===== src/rtl/ps2_keyboard_rx_if.sv =====
// Event stream from the PS/2 receiver FIFO to its consumer.
// The master drives valid and data. The slave drives ready, and a word moves when both valid and ready are high.
interface ps2_keyboard_rx_if;
    logic       out_valid;
    logic       out_ready;
    logic [9:0] out_data;

    modport master (output out_valid, output out_data, input out_ready);
    modport slave  (input out_valid, input out_data, output out_ready);
endinterface


===== src/rtl/ps2_keyboard_rx.sv =====
// PS/2 keyboard receiver: oversampled frame decode, E0/F0 folding into 10-bit events, event FIFO; PS2_REPEAT_FILTER_EN drops typematic repeats.
// Stop-bit fall in cycle E gives a push in E+1 and out_valid in E+2; when full, an event is dropped unless the same cycle pops.
module ps2_keyboard_rx #(
    parameter int FIFO_DEPTH     = 8,
    parameter int SYNC_STAGES    = 2,
    parameter int TIMEOUT_CYCLES = 50000
) (
    input  logic                          clk,
    input  logic                          rst_n,
    input  logic                          ps2_clk,
    input  logic                          ps2_data,
    ps2_keyboard_rx_if.master             out_if,
    output logic [$clog2(FIFO_DEPTH):0]   fifo_count,
    output logic                          frame_err,
    output logic                          overflow
);
    localparam int AW = $clog2(FIFO_DEPTH);
    localparam int CW = AW + 1;
    localparam int TW = $clog2(TIMEOUT_CYCLES);

    localparam logic [1:0] ST_IDLE   = 2'd0;
    localparam logic [1:0] ST_DATA   = 2'd1;
    localparam logic [1:0] ST_PARITY = 2'd2;
    localparam logic [1:0] ST_STOP   = 2'd3;

    logic [SYNC_STAGES-1:0] clk_sync_q;
    logic [SYNC_STAGES-1:0] dat_sync_q;
    logic                   clk_last_q;
    logic                   clk_s;
    logic                   dat_s;
    logic                   fall;

    always_ff @(posedge clk or negedge rst_n) begin
        if (!rst_n) begin
            clk_sync_q <= '1;
            dat_sync_q <= '1;
            clk_last_q <= 1'b1;
        end else begin
            clk_sync_q <= {clk_sync_q[SYNC_STAGES-2:0], ps2_clk};
            dat_sync_q <= {dat_sync_q[SYNC_STAGES-2:0], ps2_data};
            clk_last_q <= clk_sync_q[SYNC_STAGES-1];
        end
    end

    assign clk_s = clk_sync_q[SYNC_STAGES-1];
    assign dat_s = dat_sync_q[SYNC_STAGES-1];
    assign fall  = clk_last_q & ~clk_s;

    logic [1:0]    state_q,    state_d;
    logic [2:0]    bit_cnt_q,  bit_cnt_d;
    logic [7:0]    shift_q,    shift_d;
    logic          parity_q,   parity_d;
    logic [TW-1:0] to_cnt_q,   to_cnt_d;
    logic [7:0]    byte_q,     byte_d;
    logic          byte_vld_q, byte_vld_d;
    logic          err_q,      err_d;
    logic          timeout;

    always_comb begin
        state_d    = state_q;
        bit_cnt_d  = bit_cnt_q;
        shift_d    = shift_q;
        parity_d   = parity_q;
        byte_d     = byte_q;
        byte_vld_d = 1'b0;
        err_d      = 1'b0;
        timeout    = (state_q != ST_IDLE) && !fall && (to_cnt_q == TW'(TIMEOUT_CYCLES - 1));

        if (state_q == ST_IDLE || fall) begin
            to_cnt_d = '0;
        end else begin
            to_cnt_d = to_cnt_q + 1'b1;
        end

        // An edge in the same cycle as the limit counts as progress, so the edge wins.
        if (timeout) begin
            state_d = ST_IDLE;
            err_d   = 1'b1;
        end else if (fall) begin
            case (state_q)
                ST_IDLE: begin
                    if (!dat_s) begin
                        state_d   = ST_DATA;
                        bit_cnt_d = '0;
                    end
                end
                ST_DATA: begin
                    shift_d   = {dat_s, shift_q[7:1]};
                    bit_cnt_d = bit_cnt_q + 1'b1;
                    if (bit_cnt_q == 3'd7) begin
                        state_d = ST_PARITY;
                    end
                end
                ST_PARITY: begin
                    parity_d = dat_s;
                    state_d  = ST_STOP;
                end
                default: begin
                    state_d = ST_IDLE;
                    if ((^{shift_q, parity_q}) && dat_s) begin
                        byte_vld_d = 1'b1;
                        byte_d     = shift_q;
                    end else begin
                        err_d = 1'b1;
                    end
                end
            endcase
        end
    end

    always_ff @(posedge clk or negedge rst_n) begin
        if (!rst_n) begin
            state_q    <= ST_IDLE;
            bit_cnt_q  <= '0;
            shift_q    <= '0;
            parity_q   <= 1'b0;
            to_cnt_q   <= '0;
            byte_q     <= '0;
            byte_vld_q <= 1'b0;
            err_q      <= 1'b0;
        end else begin
            state_q    <= state_d;
            bit_cnt_q  <= bit_cnt_d;
            shift_q    <= shift_d;
            parity_q   <= parity_d;
            to_cnt_q   <= to_cnt_d;
            byte_q     <= byte_d;
            byte_vld_q <= byte_vld_d;
            err_q      <= err_d;
        end
    end

    assign frame_err = err_q;

    logic       ext_q, ext_d;
    logic       brk_q, brk_d;
    logic       evt_vld;
    logic [9:0] evt_dat;
    logic       push_vld;

    assign evt_dat = {brk_q, ext_q, byte_q};

    always_comb begin
        ext_d   = ext_q;
        brk_d   = brk_q;
        evt_vld = 1'b0;
        if (byte_vld_q) begin
            if (byte_q == 8'hE0) begin
                ext_d = 1'b1;
            end else if (byte_q == 8'hF0) begin
                brk_d = 1'b1;
            end else begin
                evt_vld = 1'b1;
                ext_d   = 1'b0;
                brk_d   = 1'b0;
            end
        end
        if (err_d) begin
            ext_d = 1'b0;
            brk_d = 1'b0;
        end
    end

    always_ff @(posedge clk or negedge rst_n) begin
        if (!rst_n) begin
            ext_q <= 1'b0;
            brk_q <= 1'b0;
        end else begin
            ext_q <= ext_d;
            brk_q <= brk_d;
        end
    end

`ifdef PS2_REPEAT_FILTER_EN
    logic [8:0] last_make_q, last_make_d;
    logic       last_vld_q,  last_vld_d;
    logic       last_match;

    assign last_match = last_vld_q && (last_make_q == {ext_q, byte_q});

    always_comb begin
        last_make_d = last_make_q;
        last_vld_d  = last_vld_q;
        push_vld    = 1'b0;
        if (evt_vld) begin
            if (!brk_q) begin
                if (!last_match) begin
                    push_vld    = 1'b1;
                    last_make_d = {ext_q, byte_q};
                    last_vld_d  = 1'b1;
                end
            end else begin
                push_vld = 1'b1;
                if (last_match) begin
                    last_vld_d = 1'b0;
                end
            end
        end
        if (err_d) begin
            last_vld_d = 1'b0;
        end
    end

    always_ff @(posedge clk or negedge rst_n) begin
        if (!rst_n) begin
            last_make_q <= '0;
            last_vld_q  <= 1'b0;
        end else begin
            last_make_q <= last_make_d;
            last_vld_q  <= last_vld_d;
        end
    end
`else
    assign push_vld = evt_vld;
`endif

    logic [9:0]    mem_q [FIFO_DEPTH];
    logic [AW-1:0] wr_ptr_q, rd_ptr_q;
    logic [CW-1:0] count_q,  count_d;
    logic          ovf_q,    ovf_d;
    logic          full;
    logic          pop;
    logic          push_ok;

    assign full    = (count_q == CW'(FIFO_DEPTH));
    assign pop     = out_if.out_valid && out_if.out_ready;
    assign push_ok = push_vld && (!full || pop);
    assign ovf_d   = push_vld && full && !pop;

    always_comb begin
        case ({push_ok, pop})
            2'b10:   count_d = count_q + 1'b1;
            2'b01:   count_d = count_q - 1'b1;
            default: count_d = count_q;
        endcase
    end

    always_ff @(posedge clk) begin
        if (push_ok) begin
            mem_q[wr_ptr_q] <= evt_dat;
        end
    end

    always_ff @(posedge clk or negedge rst_n) begin
        if (!rst_n) begin
            wr_ptr_q <= '0;
            rd_ptr_q <= '0;
            count_q  <= '0;
            ovf_q    <= 1'b0;
        end else begin
            if (push_ok) begin
                wr_ptr_q <= wr_ptr_q + 1'b1;
            end
            if (pop) begin
                rd_ptr_q <= rd_ptr_q + 1'b1;
            end
            count_q <= count_d;
            ovf_q   <= ovf_d;
        end
    end

    // Gating with valid keeps the storage array reset-free while the port still reads zero when empty.
    assign out_if.out_valid = (count_q != '0);
    assign out_if.out_data  = out_if.out_valid ? mem_q[rd_ptr_q] : '0;
    assign fifo_count       = count_q;
    assign overflow         = ovf_q;
endmodule


===== src/flat_wrapper.sv =====
// flat-port wrapper written by rule: the top's interface ports become plain ports
module ps2_keyboard_rx_flat 
#(
    parameter int FIFO_DEPTH     = 8,
    parameter int SYNC_STAGES    = 2,
    parameter int TIMEOUT_CYCLES = 50000
)
  (clk, rst_n, ps2_clk, ps2_data, fifo_count, frame_err, overflow, out_if_out_valid, out_if_out_data, out_if_out_ready);
  ps2_keyboard_rx_if out_if_i ();
  input  logic clk;
  input  logic rst_n;
  input  logic ps2_clk;
  input  logic ps2_data;
  output logic [$clog2(FIFO_DEPTH):0] fifo_count;
  output logic frame_err;
  output logic overflow;
  output wire logic [$bits(out_if_i.out_valid)-1:0] out_if_out_valid;
  output wire logic [$bits(out_if_i.out_data)-1:0] out_if_out_data;
  input wire logic [$bits(out_if_i.out_ready)-1:0] out_if_out_ready;
  assign out_if_out_valid = out_if_i.out_valid;
  assign out_if_out_data = out_if_i.out_data;
  assign out_if_i.out_ready = out_if_out_ready;
  ps2_keyboard_rx #(.FIFO_DEPTH(FIFO_DEPTH), .SYNC_STAGES(SYNC_STAGES), .TIMEOUT_CYCLES(TIMEOUT_CYCLES)) u_core (.clk(clk), .rst_n(rst_n), .ps2_clk(ps2_clk), .ps2_data(ps2_data), .out_if(out_if_i), .fifo_count(fifo_count), .frame_err(frame_err), .overflow(overflow));
endmodule

===== config.mk =====
export PLATFORM = sky130hd
export DESIGN_NAME = ps2_keyboard_rx_flat
export DESIGN_NICKNAME = d
export VERILOG_FILES = /design/src/rtl/ps2_keyboard_rx_if.sv /design/src/rtl/ps2_keyboard_rx.sv /design/src/flat_wrapper.sv
export SDC_FILE = /design/constraint.sdc
export NUM_CORES = 1
export LEC_CHECK = 0
export CORE_AREA = 2 2 121 123
export DETAILED_ROUTE_END_ITERATION = 10
export DIE_AREA = 0 0 123 125
export PLACE_DENSITY_LB_ADDON = 0.1
export SYNTH_ARGS = -nofsm -noshare
export SYNTH_HDL_FRONTEND = slang
export SYNTH_SLANG_ARGS = --single-unit

===== constraint.sdc =====
create_clock -name clk -period 3.95 [get_ports clk]
set_input_delay 0.79 -clock clk [delete_from_list [all_inputs] [get_ports clk]]
set_output_delay 0.79 -clock clk [all_outputs]
set_load 0.01 [all_outputs]

# == Word-level counts from Yosys, hierarchy flattened ==
# Memory sizes are Yosys's and may differ from the RTL's.
# Cells that the tools add are included.
# op_classes
add_sub_neg,6
eq_ne,14
n_reduce_logical,28
bitwise,4
mux,31
# op_table
op,count
$mux W1,21
$add A16 B1 Y16 const B,1
$eq A16 B16 Y1 const B,1
$eq A8 B8 Y1 const B,2
$mux W16,1
$mux W10,1
$reduce_bool A2 Y1,5
$add A3 B1 Y3 const B,3
$reduce_and A3 Y1,3
$reduce_xor A9 Y1,1
$mux W2,4
$pmux W4 S2,1
$reduce_and A4 Y1,2
$logic_and A1 B1 Y1,7
$ne A3 B1 Y1 const B,2
$pmux W2 S3,1
$pmux W3 S2,1
$add A4 B1 Y4 const B,1
$eq A2 B1 Y1 const B,2
$eq A2 B2 Y1 const B,2
$eq A4 B4 Y1 const B,1
$reduce_and A2 Y1,2
$reduce_bool A4 Y1,1
$sub A4 B1 Y4 const B,1
11 further kinds,16
# totals
regBits,58
ramBits,80
n_memories,1
in_bits,5
# mem_list
name,words,width,rd,rd_clocked_by_memory_dff,wr,line_no,text
u_core.mem_q,8,10,1,0,1,ps2_keyboard_rx.sv:217,logic [9:0] mem_q [FIFO_DEPTH];

# == Logic depth before layout (Yosys ltp) ==
# logic_depth
ltp_word,8
ltp_mapped,11
ltp_nobuf,11

# == Worst setup path before layout ==
# OpenSTA, ideal clock, no wires.
# synth_path
kind,input -> register
from,in out_if_out_ready
to,mem u_core.mem_q[4][0] (enable)
stages,4
arrival_ns,2.187
n_path_buf,0
path_slack_ns,1.373
cell_sequence,nor4b_1 a21oi_1 nand2_1 nor3_1
# synth_via
elab_chain_len,5
# synth_rtl
element,line_no,text
start: declaration,flat_wrapper.sv:19,input wire logic [$bits(out_if_i.out_ready)-1:0] out_if_out_ready;
$logic_and A1 B1 Y1,ps2_keyboard_rx.sv:226,assign pop = out_if.out_valid && out_if.out_ready;
$logic_or A1 B1 Y1,ps2_keyboard_rx.sv:227,assign push_ok = push_vld && (!full || pop);
$logic_and A1 B1 Y1,ps2_keyboard_rx.sv:227,
$mux W1,ps2_keyboard_rx.sv:239,if (push_ok) begin
$mux W1 (implied by the code),ps2_keyboard_rx.sv:240,mem_q[wr_ptr_q] <= evt_dat;
end: declaration,ps2_keyboard_rx.sv:217,
# No other way between the ends.

# == Final worst setup path ==
# layout_path
from,reg u_core.rd_ptr_q[0]
to,out out_if_out_data[0]
# layout_via
elab_chain_len,2
# layout_rtl
element,line_no,text
start: declaration,ps2_keyboard_rx.sv:218,"logic [AW-1:0] wr_ptr_q, rd_ptr_q;"
start signal: assignment,ps2_keyboard_rx.sv:255,rd_ptr_q <= rd_ptr_q + 1'b1;
$mem_v2 Z8 W10,n/a,
$mux W10,ps2_keyboard_rx.sv:264,assign out_if.out_data = out_if.out_valid ? mem_q[rd_ptr_q] : '0;
end: declaration,flat_wrapper.sv:18,output wire logic [$bits(out_if_i.out_data)-1:0] out_if_out_data;
# No other way between the ends.

==> metrics.yaml <==
grt:
  gr-total-overflow: 0
  antenna_found_initial: 0
  track_usage: 0.1458
  grt_pass1_wl_um: 16900
  first_global_vias: 3229
  grt_max_degree: 31
setup_path:
  reg2reg_depth: 12
  critPathSlowestCell: "mux4_2"
  path_cells: "buf_4 -> mux4_2 -> mux2i_1 -> nor2_1 -> clkdlybuf4s50_1"
  worstSetupPathType: "reg -> out"
  r2r_start: "u_core.fifo_count[0]"
  worst-endpoint-arrival_ns: 2.41
  critPathMaxFanout: 22
  critical_path.max_stage_delay_ns: 0.56
  endpoint_kind: "primary output"
  critPathLaunchType: "flop"
  crit_family: "buffers and inverters"
  reg2reg_slack_ns: 1.42
  worstPathRequired_ns: 3.16
  crit_buf_inv: 2
  r2r-end: "u_core.fifo_count[3]"
hold_path:
  holdPathEnd: "u_core.dat_sync_q[1]"
  min_from: "u_core.dat_sync_q[0]"
  holdPathStages: 0
  hold_path_class: "reg -> reg"
place:
  gp_congestion: 0.7226
  dp_hpwl_um: 6652
  io_buffers: 21
logic_synthesis:
  synth_most_common_cell: "edfxtp_1"
  synth_top_area_frac: 0.4145
  synth_top_area_cell: "edfxtp_1"
  ys_seq_area_frac: 0.6660
  ys_top_cells_by_area: "edfxtp_1, dfrtp_1, mux4_2"
  yosysWarningCount: 0
  synthCells: 376
  yosysUniqueCellTypes: 45
  syn_area_mm2: 0.005796
  synthFlopType: "edfxtp_1"
  syn_avg_cell_area_um2: 15.41
  ys_top_cells_by_count: "edfxtp_1, dfrtp_1, nor2_1"
  synth_nets: 394
  synthArstFlopShare: 0.4203
  synth-edff-count: 80
  ys_ff_latch: 138
timing:
  finalCriticalPeriod_ns: 3.199
  setup_viol: 0
  rsz0062_at_grt: "no"
  post-route-period-util: 0.8098
  max_slew_margin: 0.5348
  whs_ns: 0.3543
  tns_ns: 0
  worst_clock_skew_ns: 0.007120
  drv_slew: 0
  tightest_slew_ns: 0.6978
  hold_viol: 0
  max_freq_mhz: 312.6
drt:
  drcViolationCount: 0
  wl_um: 10000
  wl_per_cell_um: 16.24
  drtAntennaViolNets: 0
  drt_iter0_markers: 110
  vias: 3072
  drtPass1Iterations: 4
  viasPerCell: 4.987
die:
  die_w_um: 123
  dieArea_mm2: 0.01538
  coreArea_mm2: 0.01420
  initial_core_util: 0.4080
  fp.dieH_um: 125
  rows: 44
  ios: 22
outcome:
  status: "completed"
clock_tree:
  cts_root_buffer: "clkbuf_16"
  tritoncts: "yes"
  clock_sinks: 138
  h-tree-depth: 4
  numCtsBuffers: 17
  clkLatencyLatePin_ns: 0.42
  cts_resized: 0
  clk_pin_slew_ns: 0.06
  clockBufferDepth: 2
  post_cts_buffers: 0
  ctsHoldBuffers: 0
cells_and_area:
  fin_nets: 437
  synthToLayoutAreaGrowth_pct: 18.72
  drive_gt1_frac: 0.2106
  antennaDiodeCount: 0
  fill_cells: 1212
power:
  ir_worst_vdd_v: 0.0003650
  p_leak_uw: 0.002714
  power.density_mw_per_mm2: 688.9
job:
  max_cap_violations: 0
## cell usage in the layout (no fill, tap or decap), drive strengths merged, types with 4 or more instances in the layout
master,synthesis,layout
a21oi,9,9
buf,3,15
clkbuf,8,17
clkdlybuf4s50,0,20
clkinv,0,9
dfrtp,53,53
dfstp,5,5
edfxtp,80,80
ha,12,12
inv,12,12
mux2,17,17
mux2i,11,11
mux4,20,20
nand2,23,23
nand2b,4,4
nand3,8,8
nor2,34,34
nor3,8,8
nor4,4,4
o21ai,8,8
xnor2,16,16
xor2,8,8
## logic make-up (layout without fill, tap and decap cells)
family	count (synthesis)	in the layout	share of synthesized area
compound gates	31	31	0.03476
simple gates	98	98	0.08312
xor+xnor	25	25	0.04145
mux	48	48	0.1297
fa+ha+maj	13	13	0.02936
buf+inv	23	79	0.01554
flops	138	138	0.6660
## sequential cells by signal, summed over array words and instances, names as in the netlist, 2 cells and up
signal and count:
u_core.mem_q 80, u_core.clk_sync_q 2, u_core.fifo_count 4, u_core.dat_sync_q 2, u_core.shift_q 8, u_core.rd_ptr_q 3, u_core.bit_cnt_q 3, u_core.wr_ptr_q 3
u_core.state_q 2, u_core.byte_q 8, u_core.to_cnt_q 16
## area by class of cell
| cell class | instances | area (µm²) | share of cell area |
|---|---|---|---|
| flip-flops and latches | 138 | 3860 | 0.5610 |
| clock inverters | 15 | 157.7 | 0.02291 |
| clock buffers | 17 | 425.4 | 0.06183 |
| multi-input cells | 215 | 1852 | 0.2691 |
| inverters | 12 | 45.04 | 0.006547 |
| repair buffers | 35 | 310.3 | 0.04510 |
| well taps | 184 | 230.2 | 0.03346 |
## power breakdown
part	total [µW]	switching (µW)	internal (µW)
Clock	1550	572	978
Combinational	1290	583	708
Sequential	1900	202	1700
## layer usage
layer / wire length (µm) / vias up / track usage
met4: 161 / 0 / 0.05816
met3: 274 / 15 / 0.03969
met5: 0 / - / 0
met2: 4891 / 39 / 0.2226
met1: 4678 / 1526 / 0.1985
li1: - / 1492 / -
## worst max-delay path by stage
stage / start / end / slack [ns] / cells past startpoint
6_report: u_core.rd_ptr_q[0] / out_if_out_data[0] / 0.75 / 5
4_1_cts: u_core.rd_ptr_q[0] / out_if_out_data[0] / 0.70 / 5
5_1_grt: u_core.rd_ptr_q[0] / out_if_out_data[0] / 0.53 / 5
3_5_place_dp: out_if_out_ready / u_core.mem_q[1][7] / 1.08 / 6
2_1_floorplan: out_if_out_ready / u_core.mem_q[4][0] / 1.37 / 4
3_3_place_gp: out_if_out_ready / u_core.mem_q[1][5] / 1.13 / 6
## worst reg2reg max path, cell delays in order (launching register included)
cell     delay, ns
dfrtp_1       0.45
nor4_2        0.26
buf_4         0.23
inv_1         0.08
and2_1        0.19
nand2_1       0.12
inv_1         0.09
ha_1          0.27
a21o_1        0.17
a21o_1        0.18
nor3_1        0.13
a31oi_1       0.07
xnor2_1       0.16
## per-stage QoR
step | util | power, µW | cell area (µm²) | instances | worst slack [ns]
finish | 0.4844 | 4740 | 6880 | 616 | 0.7513
global route | 0.4844 | 5024 | 6880 | 616 | 0.5268
CTS | 0.4844 | 4819 | 6880 | 616 | 0.6960
detailed placement | 0.4434 | 3250 | 6297 | 584 | 1.083
global placement | 0.4434 | 3226 | 6297 | 584 | 1.130
floorplan | - | 2802 | 5796 | 376 | 1.373
Power figures use the tool's default switching activity.
